--- config.mk ---
export PLATFORM = sky130hd
export DESIGN_NAME = glitch_sched
export DESIGN_NICKNAME = d
export VERILOG_FILES = /design/src/rtl/glitch_sched.sv
export SDC_FILE = /design/constraint.sdc
export NUM_CORES = 1
export LEC_CHECK = 0
export ABC_AREA = 1
export BUFFER_PORTS_ARGS = -buffer_cell sky130_fd_sc_hd__clkbuf_2
export CORE_ASPECT_RATIO = 1.25
export CORE_MARGIN = 2
export CORE_UTILIZATION = 54
export CTS_CLUSTER_DIAMETER = 60
export DETAILED_ROUTE_END_ITERATION = 16
export PLACE_DENSITY_LB_ADDON = 0.05
export SLEW_MARGIN = 20
export SYNTH_ARGS = -nofsm -noshare
export SYNTH_HDL_FRONTEND = slang
export SYNTH_SLANG_ARGS = --single-unit
--- constraint.sdc ---
create_clock -name clk -period 2.49 [get_ports clk]
set_input_delay 0.747 -clock clk [delete_from_list [all_inputs] [get_ports clk]]
set_output_delay 0.747 -clock clk [all_outputs]
set_load 0.01 [all_outputs]
--- src/rtl/glitch_sched.sv ---
// glitch_sched: campaign scheduler for a clock-glitch injector.
// Waits for a target trigger edge, counts target clock edges, fires the
// injector for a fixed window, holds off, then sweeps the delay and repeats.
//
// state   | meaning
// --------+--------------------------------------------------------------
// IDLE    | no campaign running, waiting for arm
// ARMED   | waiting for a fresh synced ext_trig rising edge
// DELAY   | counting synced target clock rising edges up to cur_delay
// FIRE    | glitch_trig high for max(fire_len,1) clk cycles
// HOLDOFF | settle time before next attempt or end of campaign
module glitch_sched #(
    parameter int DELAY_W = 16,
    parameter int CNT_W   = 8,
    parameter int LEN_W   = 16
) (
    input  logic               clk,
    input  logic               rst,
    input  logic               clean_target_clock,
    input  logic               ext_trig,
    input  logic               arm,
    input  logic               abort,
    input  logic [DELAY_W-1:0] cfg_delay_start,
    input  logic [DELAY_W-1:0] cfg_delay_step,
    input  logic [CNT_W-1:0]   cfg_attempts,
    input  logic [LEN_W-1:0]   cfg_fire_len,
    input  logic [LEN_W-1:0]   cfg_holdoff,
    output logic               glitch_trig,
    output logic               busy,
    output logic               attempt_done,
    output logic               campaign_done,
    output logic [DELAY_W-1:0] cur_delay,
    output logic [CNT_W-1:0]   attempt_idx
);

    localparam logic [2:0] S_IDLE    = 3'd0;
    localparam logic [2:0] S_ARMED   = 3'd1;
    localparam logic [2:0] S_DELAY   = 3'd2;
    localparam logic [2:0] S_FIRE    = 3'd3;
    localparam logic [2:0] S_HOLDOFF = 3'd4;

    logic [2:0]         state;
    logic [2:0]         trig_sr;
    logic [2:0]         tgt_sr;
    logic               trig_rise;
    logic               tgt_rise;

    logic [DELAY_W-1:0] lat_step;
    logic [CNT_W-1:0]   lat_attempts;
    logic [LEN_W-1:0]   lat_fire_len;
    logic [LEN_W-1:0]   lat_holdoff;

    logic [DELAY_W-1:0] dly_cnt;
    logic [DELAY_W:0]   dly_inc;
    logic [LEN_W-1:0]   tmr;

    logic [LEN_W-1:0]   fire_load;
    logic [LEN_W-1:0]   hold_load;
    logic [CNT_W-1:0]   attempts_eff;
    logic               last_attempt;
    logic [DELAY_W:0]   delay_sum;
    logic [DELAY_W-1:0] delay_next;

    // Two-flop synchronizers plus one history flop for rising-edge detection
    always_ff @(posedge clk or negedge rst) begin
        if (!rst) begin
            trig_sr <= '0;
            tgt_sr  <= '0;
        end else begin
            trig_sr <= {trig_sr[1:0], ext_trig};
            tgt_sr  <= {tgt_sr[1:0], clean_target_clock};
        end
    end

    assign trig_rise = trig_sr[1] & ~trig_sr[2];
    assign tgt_rise  = tgt_sr[1] & ~tgt_sr[2];

    // Zero-length settings collapse to one cycle, so timers load length-1
    always_comb begin
        fire_load    = (lat_fire_len == '0) ? '0 : lat_fire_len - 1'b1;
        hold_load    = (lat_holdoff == '0) ? '0 : lat_holdoff - 1'b1;
        attempts_eff = (lat_attempts == '0) ? CNT_W'(1) : lat_attempts;
        last_attempt = ({1'b0, attempt_idx} + 1'b1) >= {1'b0, attempts_eff};
        dly_inc      = {1'b0, dly_cnt} + 1'b1;
        delay_sum    = {1'b0, cur_delay} + {1'b0, lat_step};
        delay_next   = delay_sum[DELAY_W] ? '1 : delay_sum[DELAY_W-1:0];
    end

    assign busy = (state != S_IDLE);

    // Campaign sequencer: state, counters, latched config and registered outputs
    always_ff @(posedge clk or negedge rst) begin
        if (!rst) begin
            state         <= S_IDLE;
            lat_step      <= '0;
            lat_attempts  <= '0;
            lat_fire_len  <= '0;
            lat_holdoff   <= '0;
            dly_cnt       <= '0;
            tmr           <= '0;
            glitch_trig   <= 1'b0;
            attempt_done  <= 1'b0;
            campaign_done <= 1'b0;
            cur_delay     <= '0;
            attempt_idx   <= '0;
        end else begin
            attempt_done  <= 1'b0;
            campaign_done <= 1'b0;
            if (state != S_IDLE && abort) begin
                state       <= S_IDLE;
                glitch_trig <= 1'b0;
            end else begin
                case (state)
                    S_IDLE: begin
                        if (arm && !abort) begin
                            lat_step     <= cfg_delay_step;
                            lat_attempts <= cfg_attempts;
                            lat_fire_len <= cfg_fire_len;
                            lat_holdoff  <= cfg_holdoff;
                            cur_delay    <= cfg_delay_start;
                            attempt_idx  <= '0;
                            state        <= S_ARMED;
                        end
                    end
                    S_ARMED: begin
                        if (trig_rise) begin
                            dly_cnt <= '0;
                            state   <= S_DELAY;
                        end
                    end
                    S_DELAY: begin
                        // zero delay fires without waiting for a target edge
                        if (dly_cnt == cur_delay) begin
                            glitch_trig <= 1'b1;
                            tmr         <= fire_load;
                            state       <= S_FIRE;
                        end else if (tgt_rise) begin
                            if (dly_inc == {1'b0, cur_delay}) begin
                                glitch_trig <= 1'b1;
                                tmr         <= fire_load;
                                state       <= S_FIRE;
                            end else begin
                                dly_cnt <= dly_inc[DELAY_W-1:0];
                            end
                        end
                    end
                    S_FIRE: begin
                        if (tmr == '0) begin
                            glitch_trig <= 1'b0;
                            tmr         <= hold_load;
                            state       <= S_HOLDOFF;
                        end else begin
                            tmr <= tmr - 1'b1;
                        end
                    end
                    S_HOLDOFF: begin
                        if (tmr == '0) begin
                            attempt_done <= 1'b1;
                            if (last_attempt) begin
                                campaign_done <= 1'b1;
                                state         <= S_IDLE;
                            end else begin
                                attempt_idx <= attempt_idx + 1'b1;
                                cur_delay   <= delay_next;
                                state       <= S_ARMED;
                            end
                        end else begin
                            tmr <= tmr - 1'b1;
                        end
                    end
                    default: state <= S_IDLE;
                endcase
            end
        end
    end

endmodule

==> run_results.csv <==
group,metric,value,unit
logic_synthesis,synth_mux_area_share,2.38,%
placed_design,dp.cells,1500,
status,status,"finished, violations left",
worst_hold_path,hold_class,"input pin to asynchronous set/reset pin",
setup_path,critPathBufInv,3,
logic_synthesis,ys.flop_type,"dfrtp_1",
final_layout,diodes,0,
logic_synthesis,synth_edf_count,0,
timing,setup_violations,14,
logic_synthesis,yosys-top-cells-area,"dfrtp_1 (36%), nand2_1 (13%), nor2_1 (6.4%), nand3_1 (5.5%), inv_1 (5.1%)",
setup_path,crit_fanout,5,
grt,grt.total_usage,30.5,%
final_layout,layout.nets,1428,
logic_synthesis,yosysTopAreaCell,"dfrtp_1",
grt,overflow,0,
status,violations,"setup timing",
power,p_leak,5.25,nW
timing,rsz0062_at_grt,"yes",
grt,grt_pass1_wl,39200,um
logic_synthesis,syn_area,8530,um2
cts,numClockSinks,124,
cts,htree_num_levels,4,
setup_path,reg2reg_depth,19,
detailed_routing,vias,8384,
cts,hold_buffers,0,
logic_synthesis,synth_seq_cells,124,
logic_synthesis,syn_inst,1174,
detailed_routing,via_per_inst,5.44,
final_layout,drive_gt1_share,21.8,%
cts,cts_tree,"done",
timing,min_period,2.57,ns
detailed_routing,dr.pass1.iters,5,
flow_run,cap_violations,0,
placed_design,dp_hpwl,19100,um
setup_path,crit_top_cell,"nand2_2",
setup_path,critPathMaxStageDelay,0.36,ns
power,p_per_area,1210,nW/um2
setup_path,worst_setup_path_start_kind,"register",
grt,grt_pass1_vias,7967,
final_layout,final_core_util,67.0,%
timing,skew,0.0190,ns
detailed_routing,drc_errors,0,
logic_synthesis,async_flop_share,100,%
setup_path,cpMaxStageDelayCell,"dfrtp_1",
final_layout,area_delta_synth_final,21.8,%
timing,fmax,390,MHz
final_layout,post-route-cell-area,10400,um2
cts,cts_max_path_buffers,2,
grt,antenna_found_initial,0,
logic_synthesis,yosysMostFrequentCell,"nand2_1",
die,io_pins,106,
placed_design,place_area,9560,um2
cts,clk_pin_slew_worst_paths,0.06,ns
final_layout,finalNonFillerCells,1540,
logic_synthesis,synth_compound_area_share,10.3,%
detailed_routing,wire_per_inst,16.2,um
cts,cts-root-buf,"clkbuf_16",
power,vdd.ir_drop.worst,0.000593,V
placed_design,io_buffers,105,
setup_path,critPathArrivalTime,2.91,ns
timing,finalCritPeriodShare,103,%
die,start_util,55.0,%
die,die_y,144,um
setup_path,crit_chain,"ha_2, nand2_2, nor2_4, xnor2_1, inv_1, ha_4, nand2_2, a31o_4, nand2_2, nand3_2, nand2_2, nand2_2, nand2_2, nand2_2, nand2_4, buf_6, clkbuf_16, nand2_1, nand2_1",
logic_synthesis,synthDistinctLibCells,55,
timing,slew_headroom,64.4,%
die,rows,51,
logic_synthesis,yosys.area_share.simple,32.5,%
timing,setup_ws,-0.0757,ns
logic_synthesis,syn-num-nets,1284,
logic_synthesis,synth_top_family_by_area,"simple AND/OR/NAND/NOR gates",
logic_synthesis,synth_xor_xnor_area_share,6.27,%
timing,tightest_slew,0.529,ns
logic_synthesis,netlist_top_cells_count,"nand2_1 (292), nor2_1 (146), dfrtp_1 (124), inv_1 (116), nand3_1 (93)",
setup_path,crit_type,"register to register",
die,die_w,116,um
timing,slew_violations,0,
logic_synthesis,syn_area_per_cell,7.26,um2
detailed_routing,routed_wirelength,25000,um
logic_synthesis,yosysSeqAreaShare,36.4,%
cts,clk_latency,0.43,ns
timing,hold_violations,0,
die,dieArea,16800,um2
logic_synthesis,yosys.area.top_type_share,36.4,%
logic_synthesis,synth_fa_ha_area_share,4.78,%
logic_synthesis,yosysWarnings,0,
placed_design,place_congestion,0.994,
placed_design,dp_slack,-0.00194,ns
detailed_routing,final_antenna_net_count,0,
setup_path,crit_family,"simple AND/OR/NAND/NOR gates",
grt,grt_max_degree,39,
setup_path,end_kind,"register",
setup_path,crit_cells,19,
detailed_routing,drtIter0Drc,628,
setup_path,cp.required,2.84,ns
cts,cts_made_buffers,17,
die,coreArea,15500,um2
[cell families after synthesis]
family | count (synthesis)
flops | 124
fa+ha+maj | 32
simple gates | 628
compound gates | 154
mux | 18
xor+xnor | 61
buf+inv | 157
[layout make-up]
cell class              instances  area, um2
clock inverters                 7       92.6
flip-flops and latches        124       3110
multi-input cells             893       4920
inverters                     126        477
repair buffers                156       1060
fillers                      1362       5120
well taps                     212        265
clock buffers                  22        464
[layout by cell type, fill, tap and decap left out, types with 4 or more instances in the layout]
master and instances:
nand2_1 279, inv_2 8, o21ai_0 32, nor3_1 19, nor2_4 5, nor2_2 6
nand3_2 4, nor4_1 6, mux2_2 18, or2_2 10, xnor2_1 16, nor2_1 144
a31oi_1 7, inv_1 116, buf_12 7, a21oi_1 70, nand3_1 91, nand2_2 23
dfrtp_1 122, xor2_1 45, clkbuf_16 19, o21ai_2 14, nand2_4 4, clkbuf_2 104
o21ai_1 9, nand4_1 26, ha_1 28, buf_4 40
[where the power goes]
| part | internal [mW] | switching, mW | total [mW] |
|---|---|---|---|
| clock | 1.50 | 0.896 | 2.40 |
| sequential | 2.76 | 0.703 | 3.46 |
| combinational | 2.59 | 4.11 | 6.69 |
| total | 6.85 | 5.70 | 12.6 |
[worst reg2reg max path, stage by stage (launching register included)]
cell	delay (ns)
dfrtp_1	0.36
ha_2	0.20
nand2_2	0.07
nor2_4	0.15
xnor2_1	0.14
inv_1	0.10
ha_4	0.28
nand2_2	0.05
a31o_4	0.20
nand2_2	0.05
nand3_2	0.06
nand2_2	0.06
nand2_2	0.06
nand2_2	0.08
nand2_2	0.08
nand2_4	0.11
buf_6	0.15
clkbuf_16	0.15
nand2_1	0.05
nand2_1	0.07
[per-stage QoR]
stage          TNS (ns)  hold WS, ns  power (mW)
2_1_floorplan         0        0.331        7.70
3_3_place_gp          0        0.336        9.62
3_5_place_dp   -0.00194        0.336        9.71
4_1_cts         -0.0118        0.279        12.3
5_1_grt           -3.54        0.291        13.5
6_report         -0.650        0.269        12.6
[state kept, by name, indices dropped and copies added (netlist names)]
signal / cells
campaign_done: 1
tgt_sr: 3
lat_attempts: 8
tmr: 16
glitch_trig: 1
lat_step: 16
attempt_done: 1
lat_holdoff: 16
attempt_idx: 8
dly_cnt: 16
state: 3
lat_fire_len: 16
cur_delay: 16
trig_sr: 3
[layer usage]
metal / vias up / GRT usage [%] / part of all wire (%)
met3: 75 / 4.53 / 4.7
met5: - / 0 / 0
li1: 4116 / - / -
met2: 274 / 54.4 / 52
met1: 3919 / 34.8 / 39
met4: 0 / 16.6 / 5.2
[timing repair]
item | CTS | global route
buffers inserted | 2 | 5
pin swaps | 1 | 8
resized for setup | 2 | 43
setup endpoints to repair | 6 | 58
gates cloned | 1 | 3
[final timing paths]
kind                                 to  slack, ns            from
min reg2reg                   tgt_sr[1]       0.35       tgt_sr[0]
min in group clk              tgt_sr[1]       0.35       tgt_sr[0]
max                        cur_delay[8]      -0.08  attempt_idx[0]
min                         lat_step[4]       0.27             rst
max in group asynchronous     tgt_sr[0]       1.65             rst
max reg2reg                cur_delay[8]      -0.08  attempt_idx[0]
(Power assumes the default switching activity.)
